## src/rtl/rr_mux_pipe_pkg.sv

```systemverilog
// rr_mux_pipe_pkg: shared types and widths for the round-robin mux pipeline
package rr_mux_pipe_pkg;
  localparam int DATA_W = 8;
  localparam int SRC_W = 1;
  typedef enum logic [1:0] {IDLE = 2'd0, LOCK0 = 2'd1, LOCK1 = 2'd2} state_t;
  typedef struct packed {
    logic [DATA_W-1:0] data;
    logic last;
    logic [SRC_W-1:0] src;
  } beat_t;
endpackage

```

## src/rtl/rr_mux_pipe_ctrl_pipe_stage.sv

```systemverilog
// pipe_stage: one register stage that loads its input whenever enabled
module pipe_stage
  import rr_mux_pipe_pkg::*;
(
  input  logic  clk,
  input  logic  rst_n,
  input  logic  en,
  input  logic  in_valid,
  input  beat_t in_beat,
  output logic  valid,
  output beat_t beat
);
  always_ff @(posedge clk) begin
    if (!rst_n) begin
      valid <= 1'b0;
      beat  <= '0;
    end else if (en) begin
      valid <= in_valid;
      beat  <= in_beat;
    end
  end
endmodule

```

## src/rtl/rr_mux_pipe_ctrl.sv

```systemverilog
// rr_mux_pipe_ctrl: packet-locked round-robin 2:1 mux feeding a 2-stage handshake pipeline
module rr_mux_pipe_ctrl
  import rr_mux_pipe_pkg::*;
(
  input  logic              clk,
  input  logic              rst_n,
  input  logic              req0,
  input  logic [DATA_W-1:0] data0,
  input  logic              last0,
  output logic              gnt0,
  input  logic              req1,
  input  logic [DATA_W-1:0] data1,
  input  logic              last1,
  output logic              gnt1,
  output logic              out_valid,
  output logic [DATA_W-1:0] out_data,
  output logic              out_last,
  output logic              out_src,
  input  logic              out_ready
);
  state_t state;
  logic rr_ptr, sel, acc, adv2, xfer, s1_valid, s2_valid;
  beat_t in_beat, s1_beat, s2_beat;
  always_comb begin
    adv2 = ~s2_valid | out_ready;
    acc  = ~s1_valid | adv2;
    // a locked packet owner keeps the select; otherwise the pointer breaks ties
    sel  = (state == LOCK1) ? 1'b1 : (state == LOCK0) ? 1'b0 : (req0 & req1) ? rr_ptr : req1;
    gnt0 = rst_n & acc & ~sel & req0;
    gnt1 = rst_n & acc & sel & req1;
    xfer = gnt0 | gnt1;
    in_beat.data = sel ? data1 : data0;
    in_beat.last = sel ? last1 : last0;
    in_beat.src  = sel;
  end
  always_ff @(posedge clk) begin
    if (!rst_n) begin
      state  <= IDLE;
      rr_ptr <= 1'b0;
    end else if (xfer) begin
      state  <= in_beat.last ? IDLE : (sel ? LOCK1 : LOCK0);
      rr_ptr <= in_beat.last ? ~sel : rr_ptr;
    end
  end
  pipe_stage u_s1 (
    .clk(clk), .rst_n(rst_n), .en(acc), .in_valid(xfer), .in_beat(in_beat),
    .valid(s1_valid), .beat(s1_beat)
  );
  pipe_stage u_s2 (
    .clk(clk), .rst_n(rst_n), .en(adv2), .in_valid(s1_valid), .in_beat(s1_beat),
    .valid(s2_valid), .beat(s2_beat)
  );
  assign out_valid = s2_valid;
  assign out_data  = s2_beat.data;
  assign out_last  = s2_beat.last;
  assign out_src   = s2_beat.src;
endmodule
```

## config.mk

```make
export PLATFORM = sky130hd
export DESIGN_NAME = rr_mux_pipe_ctrl
export DESIGN_NICKNAME = d
export VERILOG_FILES = /design/src/rtl/rr_mux_pipe_pkg.sv /design/src/rtl/rr_mux_pipe_ctrl_pipe_stage.sv /design/src/rtl/rr_mux_pipe_ctrl.sv
export SDC_FILE = /design/constraint.sdc
export NUM_CORES = 1
export LEC_CHECK = 0
export CAP_MARGIN = 20
export CORE_UTILIZATION = 30
export DETAILED_ROUTE_END_ITERATION = 16
export HOLD_SLACK_MARGIN = 0.15
export SKIP_CTS_REPAIR_TIMING = 1
export SYNTH_ARGS = -nofsm -noshare
export SYNTH_HDL_FRONTEND = slang
export SYNTH_SLANG_ARGS = --single-unit
export TNS_END_PERCENT = 5
```

## constraint.sdc

```tcl
create_clock -name clk -period 2.9 [get_ports clk]
set_input_delay 0.58 -clock clk [delete_from_list [all_inputs] [get_ports clk]]
set_output_delay 0.58 -clock clk [all_outputs]
set_load 0.01 [all_outputs]
```

==> metrics.txt, run 1 <==
final net count between 150 and 200; die area 3731 um2; reported max-cap violation count 0; top cell type's share of synthesized area around 48%; worst slew pin tran 0.3903 ns; GPL Wtd Cong 0.7745; critical path arrival between 2 and 2.5 ns; post-synthesis sequential area ratio between 40% and 50%; vias per inst 4.522; Port-buffer cells 35; R2R Path Start state[1]; antenna violations before repair 0; Setup TNS 0 ns; IO Pins 36; row cnt 21; Design Power approximately 0.66 mW; count of final setup violators 0; Synth Net Count between 100 and 150; Core Util, Final a little under half; unrepaired setup endpoints after global routing no; flip-flop and latch count after synthesis 25; Reg2Reg Capture Point state[1]; Die H roughly 61 um; syn_area_per_cell 8.727 um2; die outline width slightly above 60 um; worst rel slew slack 73.98%; Num CTS Buffers 3; Area Growth Syn to Fin 43.97%; largest net degree at the start of global routing 16; root buf cell clkbuf_4; leading area contributor after synthesis dfxtp_1; Iteration-0 DRC Markers 19; period utilization a little over nine tenths; DR vias approximately 930; Post-DP Area ~1500 um2; Distinct cells, synth 28; Antenna diodes 0; critical path type primary input to primary output; CP Max Fanout 3; worst vdd ir approximately 160 uV; first-pass GRT wire length about 3500 um; Final Hold Vio Count 0; hpwl dp ~1700 um; CTS tree done; drt first pass iters 4; Clock Tree Buf Depth 2; clock latency on the worst-skew pair between 0.3 and 0.4 ns; layout cells sized above 1 under 10%; Syn Std Cell Area ~1000 um2; Worst Reg2Reg Path Length in Cells 6; synthesized instance count 120; Pleak between 0.6 and 0.7 nW; Initial Utilization about a third; Crit path required time 2.32 ns; FMAX 358.3 MHz; Routed WL 2157 um; Routed Antenna Nets 0; Hold Crit Endpoint u_s1.beat[8]; Synth Warn # 0; Synth area leaders dfxtp_1 48%, nand2_1 12%, mux2i_1 8.6%; HP Class flip-flop to flip-flop; hold path cells 2; core footprint ~3300 um2; Finished Cell Area roughly 1500 um2; clk slew on worst S/H paths between 0.1 and 0.15 ns; gr usage total 12.76%; run status complete, no violations; average routed wire per standard cell 10.52 um; skew final ~0.0022 ns; Setup crit start kind primary input; total grt overflow 0; hold_sp u_s1.beat[8]; vias in the first global route ~840; Final Slew Violations 0; # DRC 0; R2R Setup Slk between 1 and 1.5 ns; minimum clock period around 2.8 ns; H-tree depth 1; Clock Sinks 25; Setup crit end kind primary output; Cell Pwr Density around 440 nW/um2
## cell usage in the layout, fill, tap and decap left out, types with 3 or more instances in the layout
| master | netlist | routed |
|---|---|---|
| inv_1 | 4 | 4 |
| clkdlybuf4s50_1 | 0 | 34 |
| buf_4 | 1 | 6 |
| mux2i_1 | 9 | 9 |
| clkbuf_4 | 0 | 3 |
| a21boi_0 | 11 | 11 |
| o21ai_0 | 9 | 9 |
| nand2_1 | 33 | 33 |
| dfxtp_1 | 25 | 25 |
## critical path: stages
cell and delay [ns]:
clkdlybuf4s50_1 0.42, inv_1 0.11, o21ai_2 0.06, maj3_2 0.31, buf_4 0.14, and2_1 0.12
clkdlybuf4s50_1 0.47
## per-stage QoR
step	instances	hold slack (ns)	worst slack (ns)
floorplan	120	0.4249	0.7292
global placement	201	0.4348	0.04428
detailed placement	201	0.4430	0.06414
CTS	205	0.4636	0.03521
global route	205	0.4759	0.04090
finish	205	0.4642	0.1090
## area by class of cell
class                           count  area, um2
Inverter                            5      18.77
Fill cell                         353       1829
Multi-Input combinational cell     84      505.5
Sequential cell                    25      500.5
Tap cell                           46      57.56
Clock buffer                        3      22.52
Clock inverter                      1      5.005
Timing Repair Buffer               41      397.9
## cell families (layout without fill, tap and decap cells)
logic type / count (synthesis) / after routing / synth area share, %
simple gates: 44 / 44 / 18.88
mux: 9 / 9 / 8.602
flops: 25 / 25 / 47.79
buf+inv: 11 / 50 / 4.301
fa+ha+maj: 2 / 2 / 2.031
compound gates: 29 / 29 / 18.40
## report_power, final
group          switching (mW)  total (mW)  leakage [nW]  internal (mW)
clock                  0.0997       0.151        0.0177         0.0515
combinational          0.0518       0.130         0.391         0.0782
sequential             0.0133       0.381         0.206          0.368
## layer usage
metal	vias to the layer above	GRT usage (%)	wire, um
met5	-	0	0
met4	0	3.896	21
met3	2	3.151	69
met2	24	22.98	1077
met1	423	14.86	989
li1	478	-	-
## synthesized netlist by cell type
cell type	instances
or3_1	1
inv_1	4
a21boi_0	11
and3_1	1
or2b_1	1
a21boi_1	2
clkbuf_1	5
nand2b_1	1
o21ai_0	9
o21ai_2	1
buf_4	1
maj3_1	1
and2b_1	1
maj3_2	1
and2_1	1
o21ai_1	3
a211o_1	1
nor2_1	1
dfxtp_1	25
nand2b_2	1
inv_2	1
nor3b_1	1
or3b_1	1
nor3_1	1
nand2_1	33
o311a_1	1
mux2i_1	9
o21bai_1	1
## flip-flops by register name (all words and copies together) (netlist names)
signal	count
u_s1.valid	1
u_s2.valid	1
state	2
u_s2.beat	10
rr_ptr	1
u_s1.beat	10
## how the worst max path moves through the flow
| stage | start | endpoint | cells past startpoint |
|---|---|---|---|
| CTS | req0 | gnt1 | 6 |
| global route | req0 | gnt0 | 7 |
| floorplan | req0 | gnt1 | 5 |
| global placement | req0 | gnt1 | 6 |
| detailed placement | req0 | gnt1 | 6 |
| finish | req0 | gnt0 | 7 |
No activity file was read; power rests on OpenSTA's default activity.
==> inputs of run 2 (changes only) <==
Clock period 2.9 ns to 2.4 ns, I/O delays scaled along.
==> run 2 against run 1 <==
Register-to-register slack lost 0.50 ns. Largest cell class unchanged. Wire length is 1.3% higher. Die area is the same. Critical path type unchanged. Total power up 21%. Sequential share of layout area fell by 0.27 points. Flip-flop and latch count unchanged. Worst setup slack gained 0.032 ns.
==> metrics.txt, run 2 (synthesized netlist as in run 1, its figures left out) <==
hpwl dp 1682 um (was 1662 um); pre-CTS setup slack -0.2259 ns (was 0.06414 ns); IO Pins 36 (unchanged); final net count 185 (was 183); FMAX 442.7 MHz; first-pass GRT wire length 3601 um (was 3525 um); Reg2Reg Capture Point state[1] (unchanged); CTS tree done (unchanged); Routed Antenna Nets 0 (unchanged); worst slew pin tran 0.3843 ns (was 0.3903 ns); combinational group share of total power 19.8% (was 19.6%); count of final setup violators 0 (unchanged); die area 3731 um2 (unchanged); Area Growth Syn to Fin 45.16% (was 43.97%); cell chain of the critical path clkdlybuf4s50_1, inv_1, o21ai_1, maj3_2, buf_4, and2_1, dlymetal6s2s_1 (was clkdlybuf4s50_1, inv_1, o21ai_2, maj3_2, buf_4, and2_1, clkdlybuf4s50_1); CP bufs+invs 4 (unchanged); sequential power share 57.6% (about the same); total grt overflow 0 (unchanged); Final Hold Vio Count 0 (unchanged); critical path's slowest cell clkdlybuf4s50_1 (unchanged); Fill cells 359 (was 353); vias in the first global route 866 (was 844); Pleak 0.6370 nW (was 0.6150 nW); Critical Path Start req0 (unchanged); cell internal pwr 0.6054 mW (was 0.4977 mW); commonest cells after routing, fill and taps aside 33 x nand2_1, 33 x clkdlybuf4s50_1, 25 x dfxtp_1 (was 34 x clkdlybuf4s50_1, 33 x nand2_1, 25 x dfxtp_1); Post-DP Area 1489 um2 (was 1474 um2); Worst Reg2Reg Path Length in Cells 6 (unchanged); critical path arrival 1.78 ns (was 2.21 ns); root buf cell clkbuf_4 (unchanged); FF/Latch Area 500.5 um2 (unchanged); Core Util, Final 45.56% (was 45.18%); area of the multi-input gates 501.7 um2 (was 505.5 um2); Setup crit end kind primary output (unchanged); CP top delay family buffers and inverters (unchanged); drt first pass iters 3 (was 4); Clock Sinks 25 (unchanged); Num CTS Buffers 3 (unchanged); layout cells sized above 1 9.317% (was 9.434%); GPL Wtd Cong 0.7732 (was 0.7745); worst rel slew slack 74.38% (was 73.98%); CP Max Fanout 2 (was 3); largest net degree at the start of global routing 16 (unchanged); R2R Path Start state[1] (unchanged); Cell Pwr Density 525.6 nW/um2 (was 439.4 nW/um2); Sw Share 24.23% (was 24.87%); R2R Setup Slk 0.73 ns (was 1.23 ns); Final Slew Violations 0 (unchanged); Clock Tree Buf Depth 2 (unchanged); H-tree depth 1 (unchanged); gr usage total 13.08% (was 12.76%); antenna violations before repair 0 (unchanged); vias per inst 4.449 (was 4.522); worst vdd ir 165.2 uV (was 162.5 uV); delay of the slowest cell on the worst path 0.42 ns (was 0.47 ns); critical path type primary input to primary output (unchanged); core footprint 3337 um2 (unchanged); Finished Cell Area 1520 um2 (was 1508 um2); Iteration-0 DRC Markers 25 (was 19); Port-buffer cells 35 (unchanged); HP Class flip-flop to flip-flop (unchanged); period utilization 94.12%; Routed WL 2184 um (was 2157 um); # DRC 0 (unchanged); clock latency on the worst-skew pair 0.31 ns (about the same); sw power 0.1936 mW (was 0.1648 mW); minimum clock period about 2.3 ns; Setup crit start kind primary input (unchanged); Crit path required time 1.92 ns (was 2.32 ns); setup ws final 0.1410 ns (was 0.1090 ns); crit path to gnt0 (unchanged); die outline width 61.09 um (unchanged); CP Depth 7 (unchanged); Clock Power Share 22.6% (was 22.8%); Antenna diodes 0 (unchanged); run status complete, no violations (unchanged); average routed wire per standard cell 10.55 um (was 10.52 um); DR vias 921 (was 927); Initial Utilization 31.38% (unchanged); Top Registers u_s1.beat (10), u_s2.beat (10), state (2) (unchanged); unrepaired setup endpoints after global routing no (unchanged); clk slew on worst S/H paths 0.12 ns (was 0.13 ns); row cnt 21 (unchanged); reported max-cap violation count 0 (unchanged); skew final 0.001109 ns (was 0.002204 ns); Die H 61.09 um (unchanged)
-- run 2: power groups by stage --
stage                     clock network, mW  registers, mW  logic (mW)
after floorplan                           0          0.472      0.0694
after global placement                    0          0.469       0.158
after detailed placement                  0          0.470       0.160
after CTS                             0.190          0.461       0.161
after global routing                  0.207          0.466       0.174
final                                 0.180          0.461       0.158
-- run 2: final cells by class --
type	instances	area share, %
multi-input cells	84	33.00
flip-flops and latches	25	32.92
repair buffers	43	27.33
well taps	46	3.786
clock buffers	4	1.728
inverters	5	1.235
-- run 2: tightest hold or removal path: cells and delay by family, from the launching register on --
kind / cells / cell delay [ns]
compound gates: 1 / 0.05
flops: 1 / 0.34
simple gates: 1 / 0.05
-- run 2: how the worst min path moves through the flow --
stage	start	end	cells after the start
after CTS	u_s1.beat[8]	u_s1.beat[8]	2
final	u_s1.beat[8]	u_s1.beat[8]	2
after floorplan	u_s1.beat[0]	u_s1.beat[0]	2
after global routing	u_s2.beat[1]	u_s2.beat[1]	2
after detailed placement	u_s1.beat[0]	u_s1.beat[0]	2
after global placement	u_s1.beat[0]	u_s1.beat[0]	2
-- run 2: per-stage QoR --
step	TNS (ns)	instances	total power [mW]	hold slack [ns]
final	0	207	0.7990	0.4622
after global routing	0	207	0.8466	0.4836
after CTS	-0.4435	207	0.8120	0.4651
after detailed placement	-0.4028	203	0.6306	0.4450
after global placement	-0.3993	203	0.6274	0.4354
after floorplan	0	120	0.5416	0.4249
-- run 2: layer usage --
metal | vias to the layer above | wire length [um] | track usage (%)
met4 | 0 | 34 | 6.818
met2 | 17 | 1134 | 23.45
met1 | 420 | 955 | 14.90
li1 | 480 | - | -
met3 | 4 | 59 | 2.101
met5 | - | 0 | 0
==> RTL edit 1, RTL diff (settings of run 2) <==
Encoding of `state_t`: now one-hot (3 bits for 3 states).
--- a/src/rtl/rr_mux_pipe_pkg.sv
+++ b/src/rtl/rr_mux_pipe_pkg.sv
@@ -3,5 +3,5 @@
   localparam int DATA_W = 8;
   localparam int SRC_W = 1;
-  typedef enum logic [1:0] {IDLE = 2'd0, LOCK0 = 2'd1, LOCK1 = 2'd2} state_t;
+  typedef enum logic [2:0] {IDLE = 3'b001, LOCK0 = 3'b010, LOCK1 = 3'b100} state_t;
   typedef struct packed {
     logic [DATA_W-1:0] data;
Behaviour: same outputs for any inputs over 10 cycles, from zero or initial values and one cycle with rst_n low; not proved beyond that.
==> RTL edit 1 against run 2 <==
  * Synthesized cell count down 0.83%
  * Sequential cell count increased by 1
  * Clock skew is 1.4 ps higher
  * Maximum frequency up 2.3%
  * Power up 8.0%
  * Area after synthesis is 3.7% higher
  * Setup slack better by 52 ps
  * Sequential power rose by 4.8%
  * Cell area is 2.1% higher
  * Global-route usage shrank 0.15 points
  * Register-to-register slack improved by 210 ps
  * Wire length increased by 5.4%
  * Non-clock buffer count fell by 2
  * Largest cell class unchanged
  * Largest power group unchanged
  * Highest routed layer unchanged
==> RTL edit 1: results (changes against run 2) <==
| Metric | Value |
|---|---|
| Status | `complete, no violations (unchanged)` |
| Post-synthesis sequential area ratio | `0.479 (was 0.478)` |
| Clock Skew | `2.53 ps (was 1.11 ps)` |
| Flop2flop setup slack | `940 ps (was 730 ps)` |
| WP data arrival | `1730 ps (was 1780 ps)` |
| First-pass GRT wire length | `4000 um (was 3600 um)` |
| # nets final | `183 (was 185)` |
| Drt initial violations | `22 (was 25)` |
| Top Registers | `u_s1.beat x10, u_s2.beat x10, state x3 (was u_s1.beat x10, u_s2.beat x10, state x2)` |
| Peak VDD IR | `0.000182 V (was 0.000165 V)` |
| Largest net degree at the start of global routing | `18 (was 16)` |
| Layout cells sized above 1 | `0.0943 (was 0.0932)` |
| Synth area leaders | `dfxtp_1 48%, nand2_1 12%, mux2i_1 8.3% (was dfxtp_1 48%, nand2_1 12%, mux2i_1 8.6%)` |
| Placement Setup Slack | `-117 ps (was -226 ps)` |
| HPWL Detailed | `1750 um (was 1680 um)` |
| Adder-cell share of the synthesized area | `0 (was 0.0203)` |
| Router iterations before antenna repair | `4 (was 3)` |
| RePlAce Congestion | `0.880 (was 0.773)` |
| Static leakage | `0.615 nW (was 0.637 nW)` |
| Area after DPL | `1510 um^2 (was 1490 um^2)` |
| R2R Path End | `state[0] (was state[1])` |
| Hold path startpoint | `u_s1.beat[6] (was u_s1.beat[8])` |
| Synth Area in Compound Gates | `0.206 (was 0.184)` |
| H-tree levels | `1 (unchanged)` |
| Commonest cells in the synthesized netlist | `34 x nand2_1, 26 x dfxtp_1, 11 x a21boi_0, 9 x mux2i_1, 8 x o21ai_1 (was 33 x nand2_1, 25 x dfxtp_1, 11 x a21boi_0, 9 x mux2i_1, 9 x o21ai_0)` |
| Synth Net Count | `142 (was 143)` |
| Proportion of synthesized area in mux cells | `0.0829 (was 0.0860)` |
| Worst Tran Pin Value | `381 ps (was 384 ps)` |
| GRT Overall Usage | `0.129 (was 0.131)` |
| Worst Hold End | `u_s1.beat[6] (was u_s1.beat[8])` |
| Vias in the first global route | `902 (was 866)` |
| Drt total wl | `2300 um (was 2180 um)` |
RTL edit 1: per-stage QoR:
stage	cells	utilization	hold WS, ps
CTS	205	0.457	462
global route	205	0.458	478
finish	205	0.458	461
floorplan	119	-	425
global placement	201	0.446	442
detailed placement	201	0.446	443
RTL edit 1: kinds of logic after synthesis:
kind of cell / Yosys count
AND/OR/NAND/NOR: 49
flip-flops: 26
multiplexers: 9
AO/OA/AOI/OAI: 30
buffers and inverters: 5
RTL edit 1: worst max path at each step:
| stage | to | slack [ps] | start |
|---|---|---|---|
| finish | gnt1 | 190 | req0 |
| global route | gnt1 | 90 | req0 |
| CTS | gnt1 | -130 | req0 |
| detailed placement | gnt1 | -120 | req0 |
| global placement | gnt1 | -120 | req0 |
| floorplan | gnt0 | 680 | req0 |
RTL edit 1: critical path, stage by stage:
cell	delay, ps
clkdlybuf4s50_1	480
nand2b_1	70
o2bb2ai_1	120
a32o_2	230
and3_1	170
dlymetal6s2s_1	170
RTL edit 1: power breakdown:
| group | switching, mW | leakage, nW | total, mW | internal [mW] |
|---|---|---|---|---|
| clock | 0.127 | 0.0210 | 0.220 | 0.0929 |
| combinational | 0.0644 | 0.379 | 0.160 | 0.0961 |
| sequential | 0.0195 | 0.215 | 0.483 | 0.463 |
| total | 0.211 | 0.615 | 0.863 | 0.652 |
RTL edit 1: final cells by class:
cell class	instances	area, um^2
clock buffer	4	36.3
fill	344	1840
sequential	26	520
tap	46	57.6
multi-input combinational	88	538
timing repair buffer	41	400
RTL edit 1: metal layers:
layer,GRT usage,vias to the layer above,part of all wire
met2,0.199,29,0.46
met1,0.169,419,0.46
li1,-,488,-
met4,0.0785,0,0.026
met3,0.0202,5,0.051
met5,0,-,0
==> RTL edit 2, RTL diff (config.mk and constraints of run 2) <==
Made on the original files. Change the package constant `DATA_W` from 8 to 6.
--- a/src/rtl/rr_mux_pipe_pkg.sv
+++ b/src/rtl/rr_mux_pipe_pkg.sv
@@ -1,5 +1,5 @@
 // rr_mux_pipe_pkg: shared types and widths for the round-robin mux pipeline
 package rr_mux_pipe_pkg;
-  localparam int DATA_W = 8;
+  localparam int DATA_W = 6;
   localparam int SRC_W = 1;
   typedef enum logic [1:0] {IDLE = 2'd0, LOCK0 = 2'd1, LOCK1 = 2'd2} state_t;
Ports: changed (resized data0, data1 and out_data); port bits go from 36 to 30. The function was not compared with the original's and may differ.
==> RTL edit 2 against run 2 <==
  * The run now ends with DRC left
  * Combinational power fell by 16%
  * Sequential cell count fell by 4
  * Wire length down 15%
  * Setup slack got worse by 60 ps
  * Power fell by 15%
  * Cell area down 16%
  * Area after synthesis shrank 14%
  * First-iteration DRC count shrank 60%
==> RTL edit 2: results (changes against run 2) <==
| Metric | Value |
|---|---|
| Layout cells sized above 1 | `0.0863 (was 0.0932)` |
| GRT Overall Usage | `0.128 (was 0.131)` |
| CP top delay family | `buffers and inverters (unchanged)` |
| Status | `finished, violations left (was complete, no violations)` |
| Static leakage | `0.549 nW (was 0.637 nW)` |
| Synth area leaders | `dfxtp_1 47%, nand2_1 12%, mux2i_1 7.8% (was dfxtp_1 48%, nand2_1 12%, mux2i_1 8.6%)` |
| Crit path largest cell delay | `470 ps (was 420 ps)` |
| Worst-path clk slew | `110 ps` |
| HPWL Detailed | `1450 um (was 1680 um)` |
| # nets final | `159 (was 185)` |
| Router iterations before antenna repair | `10 (was 3)` |
| Drt initial violations | `10 (was 25)` |
| DRC | `3 (was 0)` |
| Synth warn | `0 (unchanged)` |
| Worst Tran Pin Value | `298 ps (was 384 ps)` |
| H-tree levels | `1 (unchanged)` |
| Total CTS buffers | `3 (unchanged)` |
| Failing checks | `DRC` |
| Predominant post-synthesis flop cell | `dfxtp_1 (unchanged)` |
| CP Max Fanout | `3 (was 2)` |
| Peak VDD IR | `0.000302 V (was 0.000165 V)` |
| IO buf count | `29 (was 35)` |
| Commonest cells in the synthesized netlist | `28 x nand2_1, 21 x dfxtp_1, 9 x a21boi_0, 7 x mux2i_1, 7 x o21ai_0 (was 33 x nand2_1, 25 x dfxtp_1, 11 x a21boi_0, 9 x mux2i_1, 9 x o21ai_0)` |
| FF/Latch Area | `420 um^2 (was 500 um^2)` |
| Async SR Flop Fraction | `0 (unchanged)` |
| Initial antenna violation count | `0 (unchanged)` |
| Routed WL per cell | `10.9 um (was 10.6 um)` |
| Post-synth cell types | `25 (was 28)` |
| Placement Setup Slack | `-272 ps (was -226 ps)` |
| Min-delay worst type | `flip-flop to flip-flop (unchanged)` |
| Top Registers | `u_s1.beat x8, u_s2.beat x8, state x2 (was u_s1.beat x10, u_s2.beat x10, state x2)` |
| Post-synthesis sequential area ratio | `0.466 (was 0.478)` |
| Worst skew pair latency | `290 ps (was 310 ps)` |
| Synth Net Count | `124 (was 143)` |
| Fill count | `293 (was 359)` |
| Clk Tree Root Cell | `clkbuf_4 (unchanged)` |
| CP max-delay cell | `clkdlybuf4s50_1 (unchanged)` |
| Largest net degree at the start of global routing | `14 (was 16)` |
| Clock Skew | `2.12 ps (was 1.11 ps)` |
| Vias post-DR | `783 (was 921)` |
| WP data arrival | `1840 ps (was 1780 ps)` |
| Inserted Diodes | `0 (unchanged)` |
| RePlAce Congestion | `0.799 (was 0.773)` |
| Vias in the first global route | `739 (was 866)` |
| CTS Buffer Depth | `2 (unchanged)` |
| First-pass GRT wire length | `3170 um (was 3600 um)` |
==> RTL edit 2: final timing paths <==
| path | from | end | cells past startpoint | slack, ps |
|---|---|---|---|---|
| min reg2reg | u_s2.beat[7] | u_s2.beat[7] | 2 | 460 |
| max | req1 | gnt1 | 5 | 80 |
| min | u_s2.beat[7] | u_s2.beat[7] | 2 | 460 |
| max reg2reg | u_s2.valid | state[0] | 6 | 750 |
==> RTL edit 2: cell families (layout without fill, tap and decap cells) <==
kind of cell,after synthesis,in the layout,synth area share
and+or+nand+nor,38,38,0.187
AOI/OAI and AO/OA,25,25,0.186
DFF,21,21,0.466
buffers and inverters,12,46,0.0610
muxes,7,7,0.0777
adders and majority gates,2,2,0.0222
==> RTL edit 2: per-stage QoR <==
step	instances	hold WS, ps	power [mW]
6_report	170	463	0.682
3_5_place_dp	166	452	0.530
4_1_cts	170	468	0.692
3_3_place_gp	166	439	0.527
2_1_floorplan	105	425	0.457
5_1_grt	170	484	0.723
==> RTL edit 2: where the power goes <==
part           switching [mW]  leakage, nW  internal (mW)
Clock                   0.101       0.0177         0.0620
Combinational          0.0539        0.358         0.0796
Sequential             0.0133        0.173          0.373
Total                   0.168        0.549          0.515
==> RTL edit 2: routing by layer <==
metal / vias to the layer above / routed length [um] / part of all wire / GRT usage
li1: 415 / - / - / -
met1: 349 / 848 / 0.46 / 0.155
met2: 17 / 919 / 0.50 / 0.218
met3: 2 / 70 / 0.038 / 0.0276
met4: 0 / 13 / 0.0070 / 0.0523
met5: - / 0 / 0 / 0
==> RTL edit 2: area by class of cell <==
type | count | area share
Tap cell | 31 | 0.0302
Sequential cell | 21 | 0.327
Clock buffer | 3 | 0.0175
Clock inverter | 1 | 0.00390
Inverter | 6 | 0.0175
Timing Repair Buffer | 36 | 0.271
Multi-Input combinational cell | 72 | 0.332
